--- config.mk ---
export PLATFORM = sky130hd
export DESIGN_NAME = bus_cycle_master
export DESIGN_NICKNAME = d
export VERILOG_FILES = /design/src/rtl/bus_master_pkg.sv /design/src/rtl/bus_cycle_master.sv
export SDC_FILE = /design/constraint.sdc
export NUM_CORES = 1
export LEC_CHECK = 0
export CAP_MARGIN = 10
export CORE_MARGIN = 10
export CORE_UTILIZATION = 45
export CTS_CLUSTER_SIZE = 8
export DETAILED_ROUTE_END_ITERATION = 8
export PLACE_DENSITY = 0.8
export SETUP_SLACK_MARGIN = 0.02
export SLEW_MARGIN = 20
export SYNTH_ARGS = -nofsm -noshare
export SYNTH_HDL_FRONTEND = slang
export SYNTH_SLANG_ARGS = --single-unit
--- constraint.sdc ---
create_clock -name clock -period 2.7 [get_ports clock]
set_clock_uncertainty 0.1 [all_clocks]
set_input_delay 0.54 -clock clock [delete_from_list [all_inputs] [get_ports clock]]
set_output_delay 0.54 -clock clock [all_outputs]
set_load 0.1 [all_outputs]
--- src/rtl/bus_master_pkg.sv ---
`default_nettype none
//============================================================================
// Module   : bus_master_pkg
// Brief    : Shared types and constants for the 8088 min-mode bus master.
// Revision : 1.0
//============================================================================
package bus_master_pkg;

    typedef enum logic [2:0] {
        TI         = 3'd0,
        T1         = 3'd1,
        T2         = 3'd2,
        T3         = 3'd3,
        TW         = 3'd4,
        T4         = 3'd5,
        TIDLE_INTA = 3'd6,
        THOLD      = 3'd7
    } bus_state_t;

    typedef enum logic [2:0] {
        MEMR = 3'd0,
        MEMW = 3'd1,
        IOR  = 3'd2,
        IOW  = 3'd3,
        INTA = 3'd4
    } req_type_t;

    localparam logic [7:0] IDLE_DATA = 8'hFF;

    function automatic logic is_legal_type(input logic [2:0] t);
        return (t <= 3'd4);
    endfunction

endpackage
`default_nettype wire

--- src/rtl/bus_cycle_master.sv ---
`default_nettype none
//============================================================================
// Module   : bus_cycle_master
// Brief    : Turns single-byte requests into 8088 minimum-mode T1-T4 bus
//            cycles with RDY waits, HOLD/HLDA and double-pulse INTA.
//            Optional TW timeout: define BUS_MASTER_TIMEOUT_EN.
// Revision : 1.0
//============================================================================
module bus_cycle_master
    import bus_master_pkg::*;
#(
    parameter int INTA_IDLE_STATES = 2,
    parameter int TIMEOUT_CYCLES   = 64
) (
    input  logic        clock,
    input  logic        reset,
    input  logic        cpu_clock_posedge,
    input  logic        cpu_clock_negedge,
    input  logic        req_valid,
    input  logic [2:0]  req_type,
    input  logic [19:0] req_address,
    input  logic [7:0]  req_data,
    output logic        req_ack,
    output logic        rsp_valid,
    output logic [7:0]  rsp_data,
    output logic        rsp_timeout,
    output logic [19:0] ADDRESS,
    output logic [7:0]  DATA_OUT,
    input  logic [7:0]  DATA_IN,
    output logic        bus_float,
    input  logic        RDY,
    input  logic        HOLD,
    output logic        HLDA,
    output logic        ALE,
    output logic        RD_N,
    output logic        WR_N,
    output logic        IO_OR_M,
    output logic        DT_OR_R,
    output logic        DEN_N,
    output logic        INTA_N
);

    localparam logic [2:0] C_IDLE_LAST = 3'(INTA_IDLE_STATES - 1);

    if (TIMEOUT_CYCLES < 1 || TIMEOUT_CYCLES > 255 ||
        INTA_IDLE_STATES < 0 || INTA_IDLE_STATES > 7) begin : g_bad_cfg
        $error("bus_cycle_master: parameter out of range");
    end

    bus_state_t  state_q, state_d;
    req_type_t   type_q, type_d;
    logic [19:0] address_q, address_d;
    logic [7:0]  wdata_q, wdata_d;
    logic        inta_second_q, inta_second_d;
    logic        last_q, last_d;
    logic [2:0]  idle_cnt_q, idle_cnt_d;
    logic        rdy_q, rdy_d, hold_q, hold_d;
    logic        ale_q, ale_d, rd_n_q, rd_n_d, wr_n_q, wr_n_d, inta_n_q, inta_n_d;
    logic        io_or_m_q, io_or_m_d, dt_or_r_q, dt_or_r_d, den_n_q, den_n_d;
    logic        hlda_q, hlda_d, bus_float_q, bus_float_d;
    logic [7:0]  data_out_q, data_out_d, rsp_data_q, rsp_data_d;
    logic        req_ack_q, req_ack_d, rsp_valid_q, rsp_valid_d;
    logic        enter_t4, timed_out;
    logic        is_rd, is_wr, is_inta, is_io;

`ifdef BUS_MASTER_TIMEOUT_EN
    localparam logic [8:0] C_TIMEOUT_LIM = 9'(TIMEOUT_CYCLES);
    logic [7:0] tw_cnt_q, tw_cnt_d;
    logic       rsp_timeout_q, rsp_timeout_d;
`endif

    always_comb begin
        state_d       = state_q;
        type_d        = type_q;
        address_d     = address_q;
        wdata_d       = wdata_q;
        inta_second_d = inta_second_q;
        last_d        = last_q;
        idle_cnt_d    = idle_cnt_q;
        rdy_d         = cpu_clock_posedge ? RDY  : rdy_q;
        hold_d        = cpu_clock_posedge ? HOLD : hold_q;
        req_ack_d     = 1'b0;
        rsp_valid_d   = 1'b0;
        rsp_data_d    = rsp_data_q;
        enter_t4      = 1'b0;
        timed_out     = 1'b0;
`ifdef BUS_MASTER_TIMEOUT_EN
        tw_cnt_d      = tw_cnt_q;
        rsp_timeout_d = 1'b0;
`endif
        if (cpu_clock_negedge) begin
            case (state_q)
                TI: begin
                    if (hold_q) begin
                        state_d = THOLD;
                    end else if (req_valid) begin
                        req_ack_d = 1'b1;
                        if (is_legal_type(req_type)) begin
                            state_d       = T1;
                            type_d        = req_type_t'(req_type);
                            address_d     = (req_type == IOR || req_type == IOW) ?
                                            {4'h0, req_address[15:0]} : req_address;
                            wdata_d       = req_data;
                            inta_second_d = 1'b0;
                        end else begin
                            rsp_valid_d = 1'b1;
                            rsp_data_d  = IDLE_DATA;
                        end
                    end
                end
                T1: state_d = T2;
                T2: state_d = T3;
                T3: begin
                    if (rdy_q) begin
                        enter_t4 = 1'b1;
                    end else begin
                        state_d = TW;
`ifdef BUS_MASTER_TIMEOUT_EN
                        tw_cnt_d = 8'd0;
`endif
                    end
                end
                TW: begin
                    if (rdy_q) begin
                        enter_t4 = 1'b1;
`ifdef BUS_MASTER_TIMEOUT_EN
                    end else if (({1'b0, tw_cnt_q} + 9'd1) >= C_TIMEOUT_LIM) begin
                        enter_t4  = 1'b1;
                        timed_out = 1'b1;
                    end else begin
                        tw_cnt_d = tw_cnt_q + 8'd1;
`endif
                    end
                end
                T4: begin
                    if (last_q) begin
                        state_d = TI;
                    end else begin
                        inta_second_d = 1'b1;
                        idle_cnt_d    = 3'd0;
                        state_d       = (INTA_IDLE_STATES == 0) ? T1 : TIDLE_INTA;
                    end
                end
                TIDLE_INTA: begin
                    if (idle_cnt_q == C_IDLE_LAST) state_d = T1;
                    else                           idle_cnt_d = idle_cnt_q + 3'd1;
                end
                THOLD: if (!hold_q) state_d = TI;
                default: state_d = TI;
            endcase

            // A timed-out first INTA ends the sequence instead of running pulse two.
            if (enter_t4) begin
                state_d = T4;
                last_d  = !(type_q == INTA && !inta_second_q) || timed_out;
                if (last_d) begin
                    rsp_valid_d = 1'b1;
                    rsp_data_d  = (timed_out || type_q == MEMW || type_q == IOW) ?
                                  IDLE_DATA : DATA_IN;
`ifdef BUS_MASTER_TIMEOUT_EN
                    rsp_timeout_d = timed_out;
`endif
                end
            end
        end
    end

    assign is_wr   = (type_d == MEMW) || (type_d == IOW);
    assign is_rd   = (type_d == MEMR) || (type_d == IOR);
    assign is_inta = (type_d == INTA);
    assign is_io   = (type_d == IOR) || (type_d == IOW) || is_inta;

    // Strobes are decoded from the next state so they register with it.
    always_comb begin
        ale_d       = 1'b0;
        rd_n_d      = 1'b1;
        wr_n_d      = 1'b1;
        inta_n_d    = 1'b1;
        den_n_d     = 1'b1;
        dt_or_r_d   = 1'b1;
        io_or_m_d   = 1'b0;
        bus_float_d = 1'b1;
        hlda_d      = 1'b0;
        data_out_d  = IDLE_DATA;
        case (state_d)
            T1: begin
                ale_d       = 1'b1;
                io_or_m_d   = is_io;
                dt_or_r_d   = is_wr;
                bus_float_d = is_inta;
            end
            T2, T3, TW, T4: begin
                io_or_m_d   = is_io;
                dt_or_r_d   = is_wr;
                bus_float_d = is_inta;
                data_out_d  = is_wr ? wdata_d : IDLE_DATA;
                if (state_d == T4) begin
                    den_n_d = !is_wr;
                end else begin
                    den_n_d  = 1'b0;
                    rd_n_d   = !is_rd;
                    wr_n_d   = !is_wr;
                    inta_n_d = !is_inta;
                end
            end
            TIDLE_INTA: begin
                io_or_m_d = 1'b1;
                dt_or_r_d = 1'b0;
            end
            THOLD:   hlda_d = 1'b1;
            default: hlda_d = 1'b0;
        endcase
    end

    always_ff @(posedge clock or posedge reset) begin
        if (reset) begin
            state_q       <= TI;
            type_q        <= MEMR;
            address_q     <= 20'h0;
            wdata_q       <= 8'h0;
            inta_second_q <= 1'b0;
            last_q        <= 1'b0;
            idle_cnt_q    <= 3'd0;
            rdy_q         <= 1'b0;
            hold_q        <= 1'b0;
            ale_q         <= 1'b0;
            rd_n_q        <= 1'b1;
            wr_n_q        <= 1'b1;
            inta_n_q      <= 1'b1;
            den_n_q       <= 1'b1;
            dt_or_r_q     <= 1'b1;
            io_or_m_q     <= 1'b0;
            bus_float_q   <= 1'b1;
            hlda_q        <= 1'b0;
            data_out_q    <= IDLE_DATA;
            rsp_data_q    <= IDLE_DATA;
            req_ack_q     <= 1'b0;
            rsp_valid_q   <= 1'b0;
`ifdef BUS_MASTER_TIMEOUT_EN
            tw_cnt_q      <= 8'd0;
            rsp_timeout_q <= 1'b0;
`endif
        end else begin
            state_q       <= state_d;
            type_q        <= type_d;
            address_q     <= address_d;
            wdata_q       <= wdata_d;
            inta_second_q <= inta_second_d;
            last_q        <= last_d;
            idle_cnt_q    <= idle_cnt_d;
            rdy_q         <= rdy_d;
            hold_q        <= hold_d;
            ale_q         <= ale_d;
            rd_n_q        <= rd_n_d;
            wr_n_q        <= wr_n_d;
            inta_n_q      <= inta_n_d;
            den_n_q       <= den_n_d;
            dt_or_r_q     <= dt_or_r_d;
            io_or_m_q     <= io_or_m_d;
            bus_float_q   <= bus_float_d;
            hlda_q        <= hlda_d;
            data_out_q    <= data_out_d;
            rsp_data_q    <= rsp_data_d;
            req_ack_q     <= req_ack_d;
            rsp_valid_q   <= rsp_valid_d;
`ifdef BUS_MASTER_TIMEOUT_EN
            tw_cnt_q      <= tw_cnt_d;
            rsp_timeout_q <= rsp_timeout_d;
`endif
        end
    end

`ifdef BUS_MASTER_TIMEOUT_EN
    assign rsp_timeout = rsp_timeout_q;
`else
    assign rsp_timeout = 1'b0;
`endif

    assign req_ack   = req_ack_q;
    assign rsp_valid = rsp_valid_q;
    assign rsp_data  = rsp_data_q;
    assign ADDRESS   = address_q;
    assign DATA_OUT  = data_out_q;
    assign bus_float = bus_float_q;
    assign HLDA      = hlda_q;
    assign ALE       = ale_q;
    assign RD_N      = rd_n_q;
    assign WR_N      = wr_n_q;
    assign IO_OR_M   = io_or_m_q;
    assign DT_OR_R   = dt_or_r_q;
    assign DEN_N     = den_n_q;
    assign INTA_N    = inta_n_q;

endmodule
`default_nettype wire

==> results of run 1 <==
==> registers in the layout, indices dropped and copies added, names as in the netlist <==
register and flops:
last_q 1, INTA_N 1, hold_q 1, DEN_N 1
IO_OR_M 1, type_q 3, WR_N 1, HLDA 1
idle_cnt_q 3, inta_second_q 1, DATA_OUT 8, req_ack 1
DT_OR_R 1, rsp_valid 1, ADDRESS 20, state_q 3
bus_float 1, ALE 1, RD_N 1, rdy_q 1
rsp_data 8, wdata_q 8
==> kinds of logic (layout without fill, tap and decap cells) <==
family,count (synthesis),in the layout,synth area share (%)
muxes,21,21,8.52
and+or+nand+nor,82,82,14.7
adders and majority gates,2,2,0.865
DFF,68,68,59.8
other,1,1,0.130
AOI/OAI and AO/OA,50,50,12.2
buffers and inverters,23,140,3.81
==> stage by stage <==
step	setup WS, ns	setup TNS, ns
finish	0.178	0
global route	0.113	0
CTS	0.196	0
detailed placement	-0.141	-1.49
global placement	-0.111	-0.423
floorplan	0.236	0
==> worst max-delay path by stage <==
stage / startpoint / end / slack (ns) / cells after the start
finish: cpu_clock_negedge / IO_OR_M$_DFF_PP0_ / 0.18 / 7
global route: cpu_clock_negedge / IO_OR_M$_DFF_PP0_ / 0.11 / 7
CTS: cpu_clock_negedge / IO_OR_M$_DFF_PP0_ / 0.20 / 7
detailed placement: cpu_clock_negedge / IO_OR_M$_DFF_PP0_ / -0.14 / 7
global placement: cpu_clock_negedge / IO_OR_M$_DFF_PP0_ / -0.11 / 7
floorplan: cpu_clock_negedge / IO_OR_M$_DFF_PP0_ / 0.24 / 9
==> layer usage <==
layer / up-vias / track usage (%) / wire (microns)
met5: - / 0 / 0
met4: 0 / 7.07 / 164
met3: 14 / 4.81 / 581
met2: 74 / 21.1 / 3220
met1: 1081 / 16.8 / 3070
li1: 1089 / - / -
==> worst register-to-register path: cells and delay by family (launching register included) <==
kind	cells	cell delay, ns
and+or+nand+nor	2	1.08
DFF	1	0.51
AOI/OAI and AO/OA	4	0.66
==> synthesized netlist by cell type (all sizes together), types with 2 or more instances <==
cell    number
nand3b       3
a21o         3
nand2       34
a21oi       11
o22a         9
mux2i        2
dfstp       22
nor3         5
dfrtp       46
o21ai       11
a21boi       2
or3          2
o211ai       2
nand3       16
ha           2
nor2         6
or2          3
o31ai        3
nand2b       5
clkinv       2
inv         12
mux2        19
buf          7
clkbuf       2
==> layout make-up <==
class	count	area (sq um)	share of cell area, %
clock buffers	10	128	3.13
clock inverters	6	63.8	1.57
inverters	14	52.6	1.29
multi-input cells	156	1050	25.8
flip-flops and latches	68	1730	42.5
well taps	77	96.3	2.37
repair buffers	110	951	23.3
==> results.txt, run 1 <==
The required time of the critical path came out at 2.88 ns. The average wire per cell in the routed design is 16.0 microns. The tool flagged a number of max-cap violations equal to 0. The most area-hungry cell type in the Yosys netlist is sky130_fd_sc_hd__dfrtp_1. The final worst-path cycle share is 93.4%. The maximum level of the CTS H-tree is 3. The count of buffers added on input and output ports is 92. The via count of the first global-routing pass came out at 2412. The routed design has 7040 microns of wire. TritonCTS built the clock tree. After synthesis, the share of flip-flops with an asynchronous set or reset is 100%. The launch point of the worst hold path is wdata_q[5]$_DFF_PP0_. The floorplan die area came out at 10000 sq um. The final number of hold-violating endpoints came to 0.

Among all stages on the critical path, the largest delay is contributed by sky130_fd_sc_hd__or4_4. The relative slew slack came out at 66.4%. The final layout contains 407 nets. The endpoint kind of the worst setup timing path is a flip-flop. For this block, the initial DRC count from the detailed router was 114. The critical path's top delay family is simple AND/OR/NAND/NOR gates. For hold timing, the worst endpoint is wdata_q[5]$_DFF_PP0_. In this run the standard cell core region covers 6310 sq um.

The placer congestion estimate came out at 0.912. The largest net degree at the start of global routing came out at 47. The utilization of the core after routing came out at 64.5%. STA puts the critical path data arrival time at 2.70 ns.

The final setup violation count is 0. The mean cell area of the mapped netlist is 11.7 sq um. The initial core utilization came out at 45.8%. The post-layout minimum cycle time is 2.52 ns. Hold repair after CTS inserted 0 buffers. The placed instances occupy a cell area of 3880 sq um. Setup repair after global routing left no endpoint under its margin. The site row count is 29. The predominant post-synthesis flop cell is sky130_fd_sc_hd__dfrtp_1.

The overall die height came out at 100 microns. The fraction of final layout cells sized beyond drive strength 1 came out at 36.5%. Counting the buffers created by CTS gives 9. By startpoint and endpoint, the worst setup path is classified as in2reg.

The filler cell count in the final layout came out at 507. The number of gates resized after CTS was 0. The number of nets handed over by synthesis was 295.

The final route contains 2258 vias. The worst register-to-register path begins at state_q[1]$_DFF_PP0_. The flow ran to the end, and the final reports show no timing, DRC or antenna violations. The total placed cells including tap cells is 425. Of the synthesized area, sequential elements account for 59.8%. The mapped netlist covers 2890 sq um. The DRC violations left is 0. The startpoint type of the worst setup path is a primary input.

The maximum number of buffers from clock root to sink came out at 2. By area the synthesized netlist is led by sky130_fd_sc_hd__dfrtp_1, sky130_fd_sc_hd__dfstp_2, sky130_fd_sc_hd__mux2_2, sky130_fd_sc_hd__nand2_1, sky130_fd_sc_hd__nand3_1. In the layout the commonest cells are sky130_fd_sc_hd__buf_4, sky130_fd_sc_hd__dfrtp_1, sky130_fd_sc_hd__clkdlybuf4s50_1. The number of buffers and inverters on the critical path came out at 1. The first-pass iteration count of the detailed router came out at 4. The number of storage elements in the synthesis netlist is 68. The final number of max-transition violations came out at 0. The clock root buffer is sky130_fd_sc_hd__clkbuf_8.

The count of inserted antenna diode cells is 0. The number of antenna violations at the first check in global routing is 0. For the pin with the worst max-slew slack, the measured transition is 0.503 ns. The signed area change from the synthesized netlist to the final layout is 40.8%. The synthesized design devotes to its leading area cell type 39.8% of total area. The aggregate global routing overflow is 0. The netlist uses 51 different library cells. Walking the worst path, the cells encountered are clkdlybuf4s50_1 > or4b_4 > or4_4 > a21oi_2 > a21o_1 > a21boi_1 > o221a_2. During I/O placement, the number of pins put on the boundary was 94. The post-route antenna net violation count is 0. The register-to-register setup slack came out at 0.28 ns. The die extent in x came out at 100 microns. On the final layout, the worst hold slack is 0.372 ns. The endpoint identified for the worst register-to-register timing path is IO_OR_M$_DFF_PP0_. The synthesized design contains 0 enable-type register cells. The detailed-placement wirelength estimate came out at 5350 microns. The instance count along the most critical hold path is 2.

Clock-pin slew was measured on the worst setup and hold paths at 0.07 ns. The first global-routing pass estimated 11300 microns of wire. The worst min-delay path class is reg2reg. Synthesis produced 247 cells. The number of clock sinks came out at 68.

In this run the worst path has a maximum fanout of 4. The later-pin clock latency in the skew report came out at 0.34 ns. The total track usage came out at 13.8%. The number of setup buffers added after CTS is 0. The delay of the slowest cell on the worst path is 0.51 ns. The finished layout holds 441 standard cells, fillers aside. Leaving out fill and tap cells, the most frequent cell in the layout is sky130_fd_sc_hd__buf_4. The average via count per standard cell is 5.12. The worst register-to-register path has a depth of 6. Yosys printed 0 warnings. The final instance area came out at 4070 sq um. For this run, the top clock speed supported by timing is 0.397 GHz.
Power of run 1 is left out: the tool's default activity adds up to more than one toggle a clock period on the data nets, which glitch-free logic cannot reach.
==> run 2, diff against run 1 <==
--- a/config.mk
+++ b/config.mk
@@ -10,6 +10,7 @@
 export CORE_UTILIZATION = 45
 export CTS_CLUSTER_SIZE = 8
 export DETAILED_ROUTE_END_ITERATION = 8
+export HOLD_SLACK_MARGIN = 0.12
 export PLACE_DENSITY = 0.8
 export SETUP_SLACK_MARGIN = 0.02
 export SLEW_MARGIN = 20
==> results of run 2 <==
No change in the layout: final DEF, timing and power equal those of run 1.
Power of run 2 is left out for the same reason.
==> run 3, diff against run 2 <==
--- a/config.mk
+++ b/config.mk
@@ -6,6 +6,7 @@
 export NUM_CORES = 1
 export LEC_CHECK = 0
 export CAP_MARGIN = 10
+export CORE_ASPECT_RATIO = 1.1
 export CORE_MARGIN = 10
 export CORE_UTILIZATION = 45
 export CTS_CLUSTER_SIZE = 8
==> run 3 against run 2 <==
Against the previous run:
- cell count rose by 0.68%
- global-route usage rose by 1.1 points
- sequential share of layout area fell by 0.67 points
- clock-buffer cell count did not move
- utilization rose by 2.3 points
- cell area rose by 1.6%
- worst setup slack improved by 0.024 ns
- flip-flop and latch count did not move
- worst hold slack improved by 0.00068 ns
- die area barely moved
- non-clock buffer count did not move
- maximum frequency rose by 0.95%
==> results.txt, run 3 (synthesized netlist as in run 1, its figures left out) <==
Run status: complete, no violations (unchanged). The required time of the critical path came out at 2.86 ns (was 2.88 ns). The count of inserted antenna diode cells came to 0 (unchanged). The maximum number of buffers from clock root to sink came out at 2 (unchanged).

The post-CTS setup repair buffer count is 0 (unchanged). The post-route antenna net violation count is 0 (unchanged). The filler cell count in the final layout is 481 (was 507). The instance count along the most critical hold path is 2 (unchanged). The relative slew slack came to 65.7% (was 66.4%). The die extent in x came out at 96.4 microns (was 100 microns). The critical-path maximum fanout is 4 (unchanged). The final total negative setup slack came to 0 ns (unchanged). The initial core utilization is 46.7% (was 45.8%).

The later-pin clock latency in the skew report came to 0.33 ns (was 0.34 ns). The endpoint kind of the worst setup timing path is a flip-flop (unchanged). The post-layout minimum cycle time came out at 2.50 ns (was 2.52 ns). The number of clock sinks was 68 (unchanged). The max-cap violation count came out at 0 (unchanged). The clock root buffer was sky130_fd_sc_hd__clkbuf_8 (unchanged). The number of buffers created by CTS came out at 9 (unchanged). The via count of the first global-routing pass is 2355 (was 2412).

The number of buffers added on ports is 92 (unchanged). The fraction of final layout cells sized beyond drive strength 1 came to 36.5% (unchanged). The quantity of hold-fixing buffers added after cts came out at 0 (unchanged).

The register-to-register setup slack came to 0.31 ns (was 0.28 ns). The DRC violations left came to 0 (unchanged). The placer congestion estimate is 0.859 (was 0.912). The I/O pin total was 94 (unchanged).

The floorplan die area came out at 10000 sq um (about the same). The launch point of the worst hold path was wdata_q[3]$_DFF_PP0_ (was wdata_q[5]$_DFF_PP0_). The non-filler instance count after layout came out at 444 (was 441). Most used cells in the layout excluding fill and tap cells: sky130_fd_sc_hd__buf_4, sky130_fd_sc_hd__dfrtp_1, sky130_fd_sc_hd__clkdlybuf4s50_1 (unchanged). The number of antenna violations at the first check in global routing is 0 (unchanged).

The signed area change from the synthesized netlist to the final layout came out at 43.1% (was 40.8%). The via count of the routed design came to 2287 (was 2258). The actual slew at the worst max-slew pin was 0.510 ns (was 0.503 ns).

The clock-pin slew on the worst setup and hold paths came out at 0.08 ns (was 0.07 ns). The endpoint of the lowest-slack register-to-register path is IO_OR_M$_DFF_PP0_ (unchanged). The site row count is 30 (was 29). The area occupied by registers is 1730 sq um (unchanged). The TritonCTS clock tree was yes (unchanged). The largest net degree at the start of global routing came out at 69 (was 47). The final setup violation count is 0 (unchanged). The worst hold margin is 0.373 ns (was 0.372 ns). The average via count per standard cell is 5.15 (was 5.12). The total track usage is 14.9% (was 13.8%).

The total core area is 6190 sq um (was 6310 sq um). The end point of the worst hold path is wdata_q[3]$_DFF_PP0_ (was wdata_q[5]$_DFF_PP0_). The wire length reported by the detailed router is 7160 microns (was 7040 microns). The final number of hold-violating endpoints came out at 0 (unchanged). The length in cells of the worst reg-to-reg path came out at 6 (unchanged). The startpoint type of the worst setup path was a primary input (unchanged). The maximum level of the CTS H-tree is 3 (unchanged). The average wire per cell in the routed design is 16.1 microns (was 16.0 microns).

The number of flip-flops under the largest register name came out at 20 (unchanged). The final worst-path cycle share is 92.5% (was 93.4%). The footprint of the multi-input gates was 1050 sq um (unchanged). The post-cts resize count is 0 (unchanged). The global-route wire length before repair came to 11900 microns (was 11300 microns).

The worst min-delay path class is reg2reg (unchanged). The aggregate global routing overflow is 0 (unchanged). The overall die height is 104 microns (was 100 microns). The first-pass iteration count of the detailed router came out at 4 (unchanged). The detailed-placement wirelength estimate is 5290 microns (was 5350 microns). The final number of max-transition violations came to 0 (unchanged). The number of nets in the finished design is 407 (unchanged). The worst setup path category is in2reg (unchanged). The source of the worst register-to-register timing path is state_q[1]$_DFF_PP0_ (unchanged). The arrival time of data at the critical path endpoint came out at 2.66 ns (was 2.70 ns). The count of routing violations after the opening detailed-route iteration is 111 (was 114). Unrepaired setup endpoints after global routing: no (unchanged). The highest clock rate came out at 0.400 GHz (was 0.397 GHz). The total placed cells including tap cells came out at 428 (was 425).

The most common cell after layout, fill and taps aside was sky130_fd_sc_hd__buf_4 (unchanged).
run 3: cell count changes in the layout (fill, tap and decap cells not counted):
cell,previous run,this run
sky130_fd_sc_hd__buf_12,1,2
sky130_fd_sc_hd__inv_6,1,0
sky130_fd_sc_hd__bufinv_16,1,3
sky130_fd_sc_hd__buf_4,64,63
sky130_fd_sc_hd__clkinv_2,2,1
sky130_fd_sc_hd__clkinvlp_4,2,0
sky130_fd_sc_hd__clkinv_4,0,2
run 3: layer usage:
| layer | share of wire, % | track usage [%] | vias to the layer above |
|---|---|---|---|
| li1 | - | - | 1092 |
| met1 | 41 | 18.4 | 1105 |
| met2 | 49 | 23.5 | 83 |
| met3 | 8.5 | 4.40 | 7 |
| met4 | 1.1 | 5.61 | 0 |
| met5 | 0 | 0 | - |
run 3: metrics by stage:
step           worst slack [ns]  util (%)  cell area (sq um)
2_1_floorplan             0.236         -               2890
3_3_place_gp             -0.127      62.9               3900
3_5_place_dp             -0.130      62.9               3900
4_1_cts                   0.207      66.8               4140
5_1_grt                  0.0952      66.8               4140
6_report                  0.202      66.8               4140
run 3: worst max path at each step:
| stage | start | to | slack [ns] | cells after the start |
|---|---|---|---|---|
| 6_report | cpu_clock_negedge | IO_OR_M$_DFF_PP0_ | 0.20 | 7 |
| 5_1_grt | cpu_clock_negedge | IO_OR_M$_DFF_PP0_ | 0.1 | 7 |
| 4_1_cts | cpu_clock_negedge | IO_OR_M$_DFF_PP0_ | 0.21 | 7 |
| 3_5_place_dp | cpu_clock_negedge | IO_OR_M$_DFF_PP0_ | -0.13 | 7 |
| 3_3_place_gp | cpu_clock_negedge | IO_OR_M$_DFF_PP0_ | -0.13 | 7 |
| 2_1_floorplan | cpu_clock_negedge | IO_OR_M$_DFF_PP0_ | 0.24 | 9 |
run 3: area by class of cell:
type | instances | share of cell area (%)
sequential | 68 | 41.8
clock inverter | 6 | 2.72
multi-input combinational | 156 | 25.4
tap | 80 | 2.42
inverter | 14 | 1.27
clock buffer | 10 | 3.08
timing repair buffer | 110 | 23.3
run 3: worst max-delay path: stages:
cell	delay [ns]
sky130_fd_sc_hd__clkdlybuf4s50_1	0.48
sky130_fd_sc_hd__or4b_4	0.50
sky130_fd_sc_hd__or4_4	0.51
sky130_fd_sc_hd__a21oi_2	0.18
sky130_fd_sc_hd__a21o_1	0.12
sky130_fd_sc_hd__a21boi_1	0.15
sky130_fd_sc_hd__o221a_2	0.19
Power of run 3 is left out for the same reason.
